--- config.mk ---
export PLATFORM = sky130hd
export DESIGN_NAME = apb_slave_regfile_flat
export DESIGN_NICKNAME = d
export VERILOG_FILES = /design/src/rtl/apb_slv_pkg.sv /design/src/rtl/apb_slave_regfile_if.sv /design/src/rtl/apb_wait_ctr.sv /design/src/rtl/apb_slave_regfile.sv /design/src/flat_wrapper.sv
export SDC_FILE = /design/constraint.sdc
export NUM_CORES = 1
export LEC_CHECK = 0
export ABC_CLOCK_PERIOD_IN_PS = 5720
export CORE_ASPECT_RATIO = 2
export CORE_MARGIN = 2
export CORE_UTILIZATION = 64
export CTS_BUF_LIST = sky130_fd_sc_hd__clkbuf_8 sky130_fd_sc_hd__clkbuf_16
export DETAILED_ROUTE_END_ITERATION = 10
export PLACE_DENSITY = 0.92
export SLEW_MARGIN = 10
export SYNTH_ARGS = -nofsm -noshare
export SYNTH_HDL_FRONTEND = slang
export SYNTH_SLANG_ARGS = --single-unit
--- constraint.sdc ---
create_clock -name HCLK -period 5.72 [get_ports HCLK]
set_input_delay 0.858 -clock HCLK [delete_from_list [all_inputs] [get_ports HCLK]]
set_output_delay 0.858 -clock HCLK [all_outputs]
set_load 0.01 [all_outputs]
--- src/rtl/apb_slv_pkg.sv ---
// rtl/apb_slv_pkg.sv - shared FSM states, address constants and decode helper for the APB register slave
package apb_slv_pkg;

    typedef enum logic [1:0] {
        ST_IDLE = 2'b00,
        ST_WAIT = 2'b01,
        ST_DONE = 2'b10
    } state_t;

    localparam int ADDR_LSB = 2;
    localparam int OFFSET_W = 12;
    localparam int IDX_W    = OFFSET_W - ADDR_LSB;

    typedef struct packed {
        logic [IDX_W-1:0] idx;
        logic             in_range;
    } dec_t;

    // Word index within the 4 KB window; byte-lane bits and bits above the window are ignored.
    function automatic dec_t addr_decode(input logic [31:0] paddr, input int num_regs);
        dec_t d;
        d.idx      = paddr[OFFSET_W-1:ADDR_LSB];
        d.in_range = (int'({{(32-IDX_W){1'b0}}, d.idx}) < num_regs);
        return d;
    endfunction

endpackage

--- src/rtl/apb_slave_regfile_if.sv ---
// rtl/apb_slave_regfile_if.sv - APB bus bundle between bridge (master) and register slave
interface apb_slave_regfile_if;

    logic        PSEL;
    logic        PENABLE;
    logic        PWRITE;
    logic [31:0] PADDR;
    logic [31:0] PWDATA;
    logic [31:0] PRDATA;
    logic        PREADY;
    logic        PSLVERR;

    modport master (
        output PSEL, PENABLE, PWRITE, PADDR, PWDATA,
        input  PRDATA, PREADY, PSLVERR
    );

    modport slave (
        input  PSEL, PENABLE, PWRITE, PADDR, PWDATA,
        output PRDATA, PREADY, PSLVERR
    );

endinterface

--- src/rtl/apb_wait_ctr.sv ---
// rtl/apb_wait_ctr.sv - 4-bit loadable down-counter that flags the final wait state
module apb_wait_ctr (
    input  logic       HCLK,
    input  logic       HRESETn,
    input  logic       i_load,
    input  logic [3:0] i_load_val,
    input  logic       i_dec,
    output logic       o_last
);

    logic [3:0] r_count;

    // Load wins over decrement; the count parks at zero rather than wrapping.
    always_ff @(posedge HCLK or negedge HRESETn) begin
        if (!HRESETn) begin
            r_count <= 4'd0;
        end else if (i_load) begin
            r_count <= i_load_val;
        end else if (i_dec && (r_count != 4'd0)) begin
            r_count <= r_count - 4'd1;
        end
    end

    assign o_last = (r_count == 4'd1);

endmodule

--- src/rtl/apb_slave_regfile.sv ---
// rtl/apb_slave_regfile.sv - APB register-file slave with wait states and write counter; APB_SLV_ERR_EN enables PSLVERR
module apb_slave_regfile
    import apb_slv_pkg::*;
#(
    parameter int NUM_REGS    = 8,
    parameter int WAIT_CYCLES = 1,
    parameter int CNT_W       = 32
) (
    input  logic                HCLK,
    input  logic                HRESETn,
    apb_slave_regfile_if.slave  bus
);

    localparam int CNT_IDX = NUM_REGS - 1;

    state_t           r_state;
    logic [IDX_W-1:0] r_idx;
    logic             r_write;
    logic [31:0]      r_wdata;
    logic             r_in_range;
    logic [31:0]      r_regs [NUM_REGS-1];
    logic [CNT_W-1:0] r_wr_cnt;
    logic [31:0]      r_prdata;
    logic             r_pready;
    logic             r_pslverr;

    dec_t             w_dec;
    logic             w_setup;
    logic             w_load;
    logic             w_ctr_last;
    logic             w_enter_done;
    logic [IDX_W-1:0] w_rd_idx;
    logic             w_rd_write;
    logic             w_rd_in_range;
    logic [31:0]      w_rd_data;
    logic             w_commit;

    assign w_dec   = addr_decode(bus.PADDR, NUM_REGS);
    assign w_setup = bus.PSEL && !bus.PENABLE;
    assign w_load  = (r_state == ST_IDLE) && w_setup && (WAIT_CYCLES != 0);

    apb_wait_ctr u_wait_ctr (
        .HCLK       (HCLK),
        .HRESETn    (HRESETn),
        .i_load     (w_load),
        .i_load_val (4'(WAIT_CYCLES)),
        .i_dec      (r_state == ST_WAIT),
        .o_last     (w_ctr_last)
    );

    // With no wait states the read data must come from the live decode, otherwise from the latched setup.
    always_comb begin
        w_enter_done  = ((r_state == ST_IDLE) && w_setup && (WAIT_CYCLES == 0)) ||
                        ((r_state == ST_WAIT) && bus.PSEL && w_ctr_last);
        w_rd_idx      = (r_state == ST_IDLE) ? w_dec.idx      : r_idx;
        w_rd_write    = (r_state == ST_IDLE) ? bus.PWRITE     : r_write;
        w_rd_in_range = (r_state == ST_IDLE) ? w_dec.in_range : r_in_range;
    end

    // Read mux: counter zero-extended, out-of-range reads as zero.
    always_comb begin
        w_rd_data = 32'd0;
        if (w_rd_in_range) begin
            if (w_rd_idx == IDX_W'(CNT_IDX)) begin
                w_rd_data = 32'(r_wr_cnt);
            end else begin
                for (int i = 0; i < NUM_REGS - 1; i++) begin
                    if (w_rd_idx == IDX_W'(i)) w_rd_data = r_regs[i];
                end
            end
        end
    end

`ifdef APB_SLV_ERR_EN
    logic w_err;
    assign w_err = !w_rd_in_range || (w_rd_write && (w_rd_idx == IDX_W'(CNT_IDX)));
`endif

    // A write lands only if the master still holds the access phase when DONE is left.
    assign w_commit = (r_state == ST_DONE) && r_write && bus.PSEL && bus.PENABLE &&
                      r_in_range && (r_idx != IDX_W'(CNT_IDX));

    // Transfer FSM with registered PREADY/PRDATA/PSLVERR, all valid only in the DONE cycle.
    always_ff @(posedge HCLK or negedge HRESETn) begin
        if (!HRESETn) begin
            r_state    <= ST_IDLE;
            r_idx      <= '0;
            r_write    <= 1'b0;
            r_wdata    <= 32'd0;
            r_in_range <= 1'b0;
            r_prdata   <= 32'd0;
            r_pready   <= 1'b0;
            r_pslverr  <= 1'b0;
        end else begin
            r_pready <= w_enter_done;
            r_prdata <= (w_enter_done && !w_rd_write) ? w_rd_data : 32'd0;
`ifdef APB_SLV_ERR_EN
            r_pslverr <= w_enter_done && w_err;
`else
            r_pslverr <= 1'b0;
`endif
            case (r_state)
                ST_IDLE: begin
                    if (w_setup) begin
                        r_idx      <= w_dec.idx;
                        r_write    <= bus.PWRITE;
                        r_wdata    <= bus.PWDATA;
                        r_in_range <= w_dec.in_range;
                        r_state    <= (WAIT_CYCLES == 0) ? ST_DONE : ST_WAIT;
                    end
                end
                ST_WAIT: begin
                    if (!bus.PSEL) begin
                        r_state <= ST_IDLE;
                    end else if (w_ctr_last) begin
                        r_state <= ST_DONE;
                    end
                end
                ST_DONE: r_state <= ST_IDLE;
                default: r_state <= ST_IDLE;
            endcase
        end
    end

    // Register bank and write counter; the counter wraps naturally at CNT_W bits.
    always_ff @(posedge HCLK or negedge HRESETn) begin
        if (!HRESETn) begin
            for (int i = 0; i < NUM_REGS - 1; i++) r_regs[i] <= 32'd0;
            r_wr_cnt <= '0;
        end else if (w_commit) begin
            for (int i = 0; i < NUM_REGS - 1; i++) begin
                if (r_idx == IDX_W'(i)) r_regs[i] <= r_wdata;
            end
            r_wr_cnt <= r_wr_cnt + CNT_W'(1);
        end
    end

    assign bus.PRDATA  = r_prdata;
    assign bus.PREADY  = r_pready;
    assign bus.PSLVERR = r_pslverr;

endmodule

--- src/flat_wrapper.sv ---
// flat-port wrapper written by rule: the top's interface ports become plain ports
module apb_slave_regfile_flat import apb_slv_pkg::*;
#(
    parameter int NUM_REGS    = 8,
    parameter int WAIT_CYCLES = 1,
    parameter int CNT_W       = 32
)
  (HCLK, HRESETn, bus_PSEL, bus_PENABLE, bus_PWRITE, bus_PADDR, bus_PWDATA, bus_PRDATA, bus_PREADY, bus_PSLVERR);
  apb_slave_regfile_if bus_i ();
  input  logic HCLK;
  input  logic HRESETn;
  input wire logic [$bits(bus_i.PSEL)-1:0] bus_PSEL;
  input wire logic [$bits(bus_i.PENABLE)-1:0] bus_PENABLE;
  input wire logic [$bits(bus_i.PWRITE)-1:0] bus_PWRITE;
  input wire logic [$bits(bus_i.PADDR)-1:0] bus_PADDR;
  input wire logic [$bits(bus_i.PWDATA)-1:0] bus_PWDATA;
  output wire logic [$bits(bus_i.PRDATA)-1:0] bus_PRDATA;
  output wire logic [$bits(bus_i.PREADY)-1:0] bus_PREADY;
  output wire logic [$bits(bus_i.PSLVERR)-1:0] bus_PSLVERR;
  assign bus_i.PSEL = bus_PSEL;
  assign bus_i.PENABLE = bus_PENABLE;
  assign bus_i.PWRITE = bus_PWRITE;
  assign bus_i.PADDR = bus_PADDR;
  assign bus_i.PWDATA = bus_PWDATA;
  assign bus_PRDATA = bus_i.PRDATA;
  assign bus_PREADY = bus_i.PREADY;
  assign bus_PSLVERR = bus_i.PSLVERR;
  apb_slave_regfile #(.NUM_REGS(NUM_REGS), .WAIT_CYCLES(WAIT_CYCLES), .CNT_W(CNT_W)) u_core (.HCLK(HCLK), .HRESETn(HRESETn), .bus(bus_i));
endmodule
* After elaboration in Yosys (flattened, before gate mapping)
Cells that the tools add are included.
** Cells by class
- Add/subtract/negate cells :: 2
- Magnitude comparators :: 1
- Eq/ne operators :: 19
- Mux-type cells :: 19
- Reduce and logical (&&, ||, !) cells :: 27
** Operators with widths (count)
- 2-to-1 mux 32 bit :: 10
- == test 10 x 3 -> 1 bit, second input constant :: 7
- == test 10 x 2 -> 1 bit, second input constant :: 4
- adder 32 x 1 -> 32 bit, second input constant :: 1
- == test 10 x 1 -> 1 bit, second input constant :: 2
- zero test 10 bit :: 2
- AND reduction 2 bit :: 9
- logical AND 1 bit :: 11
- < comparator 10 x 4 -> 1 bit, second input constant :: 1
- 2-to-1 mux 10 bit :: 1
- != test 10 x 3 -> 1 bit, second input constant :: 1
- 2-to-1 mux 4 bit :: 2
- 2-to-1 mux 2 bit :: 3
- == test 4 x 1 -> 1 bit, second input constant :: 1
- case mux 2 bit (2 select lines) :: 1
- nonzero test 4 bit :: 1
- subtractor 4 x 1 -> 4 bit, second input constant :: 1
- != test 3 x 2 -> 1 bit, second input constant :: 1
- == test 2 x 1 -> 1 bit, second input constant :: 1
- == test 2 bit, second input constant :: 1
- zero test 1 bit :: 2
- zero test 2 bit :: 1
- 2-to-1 mux 1 bit :: 2
- != test 2 x 1 -> 1 bit, second input constant :: 1
- nonzero test 2 bit :: 1
** Word-level totals
- Bits in registers :: 339
- Input port bits :: 69
- Output and inout bits :: 34
- Word-level logic and storage cells :: 84

* Depth between registers and ports, before layout
- Depth after elaboration :: 13
- Depth in mapped cells :: 9
- Depth with buffers taken out :: 6

* By module
A second synthesis with hierarchy kept.
** Unflattened totals
- Cells, all modules :: 1262
- Area, all modules :: 15270.9 um^2
** By module, submodules not included
- apb_slave_regfile :: times used 1, cells each 1233, area an instance 14988.1 um^2, sequential area each 8383.0 um^2
- apb_wait_ctr :: times used 1, cells each 29, area an instance 282.8 um^2, sequential area each 100.1 um^2

* Worst setup path after synthesis
Ideal clock, no wire load.
- Path type :: in2reg
- Start :: input bus_PENABLE
- End :: register u_core.r_regs[214] (netlist bit)
- Setup time :: 125 ps
- Data arrival time :: 2381 ps
- Path slack :: 3214 ps
- Cell stages on the path :: 7
- Cells stage by stage :: nand4_1 nor3b_2 and3_1 and3_1 clkbuf_1 buf_2 mux2_2
** Between the ends
- Longest elaborated chain between the ends :: 4
** Ends and longest elaborated chain
- start: declaration :: RTL line flat_wrapper.sv:13 : input wire logic [$bits(bus_i.PENABLE)-1:0] bus_PENABLE;
- logical AND 1 bit (2 in a row) :: RTL line apb_slave_regfile.sv:80 : assign w_commit = (r_state == ST_DONE) && r_write && bus.PSEL && bus.PENABLE &&
- logical AND 1 bit :: RTL line apb_slave_regfile.sv:81 : r_in_range && (r_idx != IDX_W'(CNT_IDX));
- AND reduction 2 bit (no line)
- end signal: indexed assignment :: RTL line apb_slave_regfile.sv:132 : if (r_idx == IDX_W'(i)) r_regs[i] <= r_wdata;
- end: declaration :: RTL line apb_slave_regfile.sv:21 : logic [31:0] r_regs [NUM_REGS-1];
No other way between the ends.
A chain may end at the register's enable or synchronous reset.

* Worst setup path after layout
- Start :: register u_core.r_state[0]
- End :: register u_core.r_prdata[2] (netlist: u_core.bus.PRDATA[2])
** Between the ends
- Longest elaborated chain between the ends :: 13
** Ends and longest elaborated chain
- start: declaration :: RTL line apb_slave_regfile.sv:16 : state_t r_state;
- start signal: assignment :: RTL line apb_slave_regfile.sv:109 : r_state <= (WAIT_CYCLES == 0) ? ST_DONE : ST_WAIT;
- zero test 2 bit :: RTL line apb_slave_regfile.sv:55, apb_slave_regfile.sv:56, apb_slave_regfile.sv:57
- 2-to-1 mux 10 bit :: RTL line apb_slave_regfile.sv:55 : w_rd_idx = (r_state == ST_IDLE) ? w_dec.idx : r_idx;
- zero test 10 bit :: RTL line apb_slave_regfile.sv:68 : if (w_rd_idx == IDX_W'(i)) w_rd_data = r_regs[i];
- 2-to-1 mux 32 bit (7 in a row) :: RTL line apb_slave_regfile.sv:68
- 2-to-1 mux 32 bit :: RTL line apb_slave_regfile.sv:64 : if (w_rd_idx == IDX_W'(CNT_IDX)) begin
- 2-to-1 mux 32 bit :: RTL line apb_slave_regfile.sv:63 : if (w_rd_in_range) begin
- 2-to-1 mux 32 bit * :: RTL line apb_slave_regfile.sv:96 : r_prdata <= (w_enter_done && !w_rd_write) ? w_rd_data : 32'd0;
- end signal: assignment :: RTL line apb_slave_regfile.sv:96
- end: declaration :: RTL line apb_slave_regfile.sv:23 : logic [31:0] r_prdata;
Mark *: on every way between the ends. The rest lies on a longest branch, timed or not.

==> results.ini <==
[run]
drv_cap=0

[clock_tree]
clock-root-buffer=clkbuf_16
cts_buffers=29
clock-sinks=339
clk_pin_slew_ps=70
postCtsSetupBuffers=0
clockBufferDepth=3
htree_levels=1
cts_hold_buf=0
post_cts_resized=0
cts_tree=built
clkLatencyLatePin_ps=580

[synth]
syn_avg_cell_area_um2=11.1
synth_compound_area_share_pct=10.7
synth_seq_cells=339
yosysUniqueCellTypes=50
synth.area.mux_share_pct=16.5
synth_area_um2=15500
synth_fp_nets=1465
yosys.area.top_type=dfrtp_1
synth_warnings=0
synth_top_family_by_area=multiplexers
synthAdderAreaFrac_pct=0.323
synth_top_area_share_pct=54.8
ys.flop_type=dfrtp_1
ys_seq_area_share_pct=54.8
yosys-top-cells-area=dfrtp_1, mux2_2, nand2_1
synth-simple-area-share_pct=12.7
synth_xor_area_share_pct=1.92
async_flop_share_pct=100
synth_edf_count=0
syn_inst=1392

[layout]
layout-drive-gt1-share_pct=19.9
area_growth_pct=13.1
num-nets-final=1507
fin_area_um2=17500
antenna_cells_inserted=0
utilization_pct=73.5

[floorplanning]
pin_count=103
die_w_um=114
num_rows=80
dieArea_um2=25500
die_h_um=224
start_util_pct=65.0
core_um2=23800

[sta]
slew_viol_final=0
finClkSkew_ps=22.2
whs_ps=336
final.setup.tns_ps=0
setup_viol=0
max_freq_mhz=254
relSlewSlack_pct=17.7
post-route-period-util_pct=68.8
hold_violations=0
rsz0062_at_grt=false
worst_pin_slew_ps=1230
fin_crit_ps=3930
setup_ws_ps=1790

[global_routing]
grt_pass1_vias=12758
grt_max_degree=169
antenna_found_initial=0
grt_overflow=0
track_usage_pct=33.4
grt_pass1_wl_mm=66.0

[pwr]
leakagePower_uw=0.00825
power_density_nw_per_um2=320
peakVddDrop_uv=300

[worst_setup_path]
r2r_cells=6
timing.rr.end=u_core.bus.PRDATA[2]$_DFF_PN0_
critical_path_class=flop to flop
end_kind=flop
required_ps=6130
start_kind=flop
r2r_start=u_core.r_state[0]$_DFFE_PN0P_
regToRegSetupSlack_ps=1790
cp_data_arrival_time_ps=4340
cp_max_fo=33

[detailed_routing]
drc=0
wirelength_mm=41.4
firstDrtPassIters=5
viasPerCell=6.75
vias=11752
drt-wirelength-per-cell_um=23.8
drt_iter0_drc=1111
ant_nets=0

[placement]
port_buffers=79
gp_congestion=0.856
pre_cts_slack_ps=1770
dp_hpwl_mm=24.2
dpl_cell_area_um2=16500

[hold_path]
worstHoldPathType=primary input to asynchronous set/reset pin

[outcome]
outcome=complete, no violations

-- sequential cells by signal, summed over array words and instances (netlist names) --
| signal | flops |
|---|---|
| u_core.r_write | 1 |
| u_core.r_wdata | 32 |
| u_core.r_state | 2 |
| u_core.u_wait_ctr.r_count | 4 |
| u_core.r_wr_cnt | 32 |
| u_core.bus.PREADY | 1 |
| u_core.bus.PRDATA | 32 |
| u_core.r_idx | 10 |
| u_core.r_regs | 224 |
| u_core.r_in_range | 1 |
-- Yosys cell counts, types with 8 or more instances --
cell,instances
dfrtp_1,339
mux2_2,195
nand2_1,146
nor2_1,83
o21ai_0,81
a21oi_1,66
clkbuf_1,54
nand3_1,45
or3_1,34
nor2b_1,33
o21a_1,33
a311oi_1,32
buf_2,32
o22ai_1,32
mux2_1,30
o21ai_1,21
xor2_1,19
nand4_1,15
xnor2_1,15
nor3_1,14
inv_1,13
nor4_1,8
-- power by group --
part	internal, uW	total, uW	switching (uW)	leakage [uW]
logic	228	814	586	0.00312
registers	2510	2740	233	0.00462
clock network	1160	2050	895	0.000510
-- worst max path at each step --
stage | from | endpoint | slack [ps]
after global placement | bus_PADDR[4] | u_core.bus.PRDATA[2]$_DFF_PN0_ | 1760
after CTS | u_core.r_state[0]$_DFFE_PN0P_ | u_core.bus.PRDATA[2]$_DFF_PN0_ | 1950
after floorplan | bus_PENABLE | u_core.r_regs[214]$_DFFE_PN0P_ | 3210
final | u_core.r_state[0]$_DFFE_PN0P_ | u_core.bus.PRDATA[2]$_DFF_PN0_ | 1790
after detailed placement | bus_PADDR[4] | u_core.bus.PRDATA[2]$_DFF_PN0_ | 1770
after global routing | u_core.r_state[0]$_DFFE_PN0P_ | u_core.bus.PRDATA[2]$_DFF_PN0_ | 1680
-- worst max-delay path: stages (launching register included) --
cell and delay, ps:
dfrtp_1 710, or2_1 420, mux2_2 730, a21oi_2 890, buf_4 430, o21ai_0 140, a311oi_1 440
-- cell families after synthesis --
logic type,after synthesis
flip-flops,339
AO/OA/AOI/OAI,272
XOR/XNOR,34
AND/OR/NAND/NOR,406
adder cells (fa/ha/maj),4
other,1
multiplexers,227
buffers and inverters,109
-- layout make-up --
cell class,instances,area [um^2]
Multi-Input combinational cell,944,6590
Timing Repair Buffer,107,1040
Inverter,13,48.8
Tap cell,287,359
Sequential cell,339,8480
Clock inverter,15,149
Fill cell,1443,6310
Clock buffer,37,836
-- through the flow --
| stage | power (uW) | std cells |
|---|---|---|
| floorplan | 3180 | 1392 |
| global placement | 3510 | 1690 |
| detailed placement | 3560 | 1690 |
| CTS | 5580 | 1742 |
| global route | 5790 | 1742 |
| finish | 5610 | 1742 |
-- cells in the final DEF, fill, tap and decap left out, drive strengths merged, types with 2 or more instances in the layout --
cell           Yosys  routed
dfrtp            339     339
or3               34      34
nor4              11      11
a31oi              3       3
nor3              16      16
xnor2             15      15
nand4             16      16
o21ai            102     102
xor2              19      19
inv               13      20
clkinv             0       4
nor3b              4       4
nor4b              3       3
and2               4       4
a21oi             66      66
ha                 4       4
buf               42      29
clkdlybuf4s50      0      78
nor2b             33      33
nand2            146     146
mux2             226     226
or2                2       2
o21a              33      33
a311oi            32      32
nand3             45      45
nor2              83      83
bufinv             0       3
o22ai             32      32
clkbuf            54      37
and3               4       4
-- metal layers --
metal | GRT usage [%] | vias up | wire length [um]
li1 | - | 5005 | -
met5 | 0 | - | 0
met1 | 38.0 | 5832 | 13900
met2 | 55.9 | 656 | 21200
met4 | 25.9 | 0 | 3300
met3 | 4.68 | 259 | 3080
Note: power is estimated with default switching activity, not from simulation.
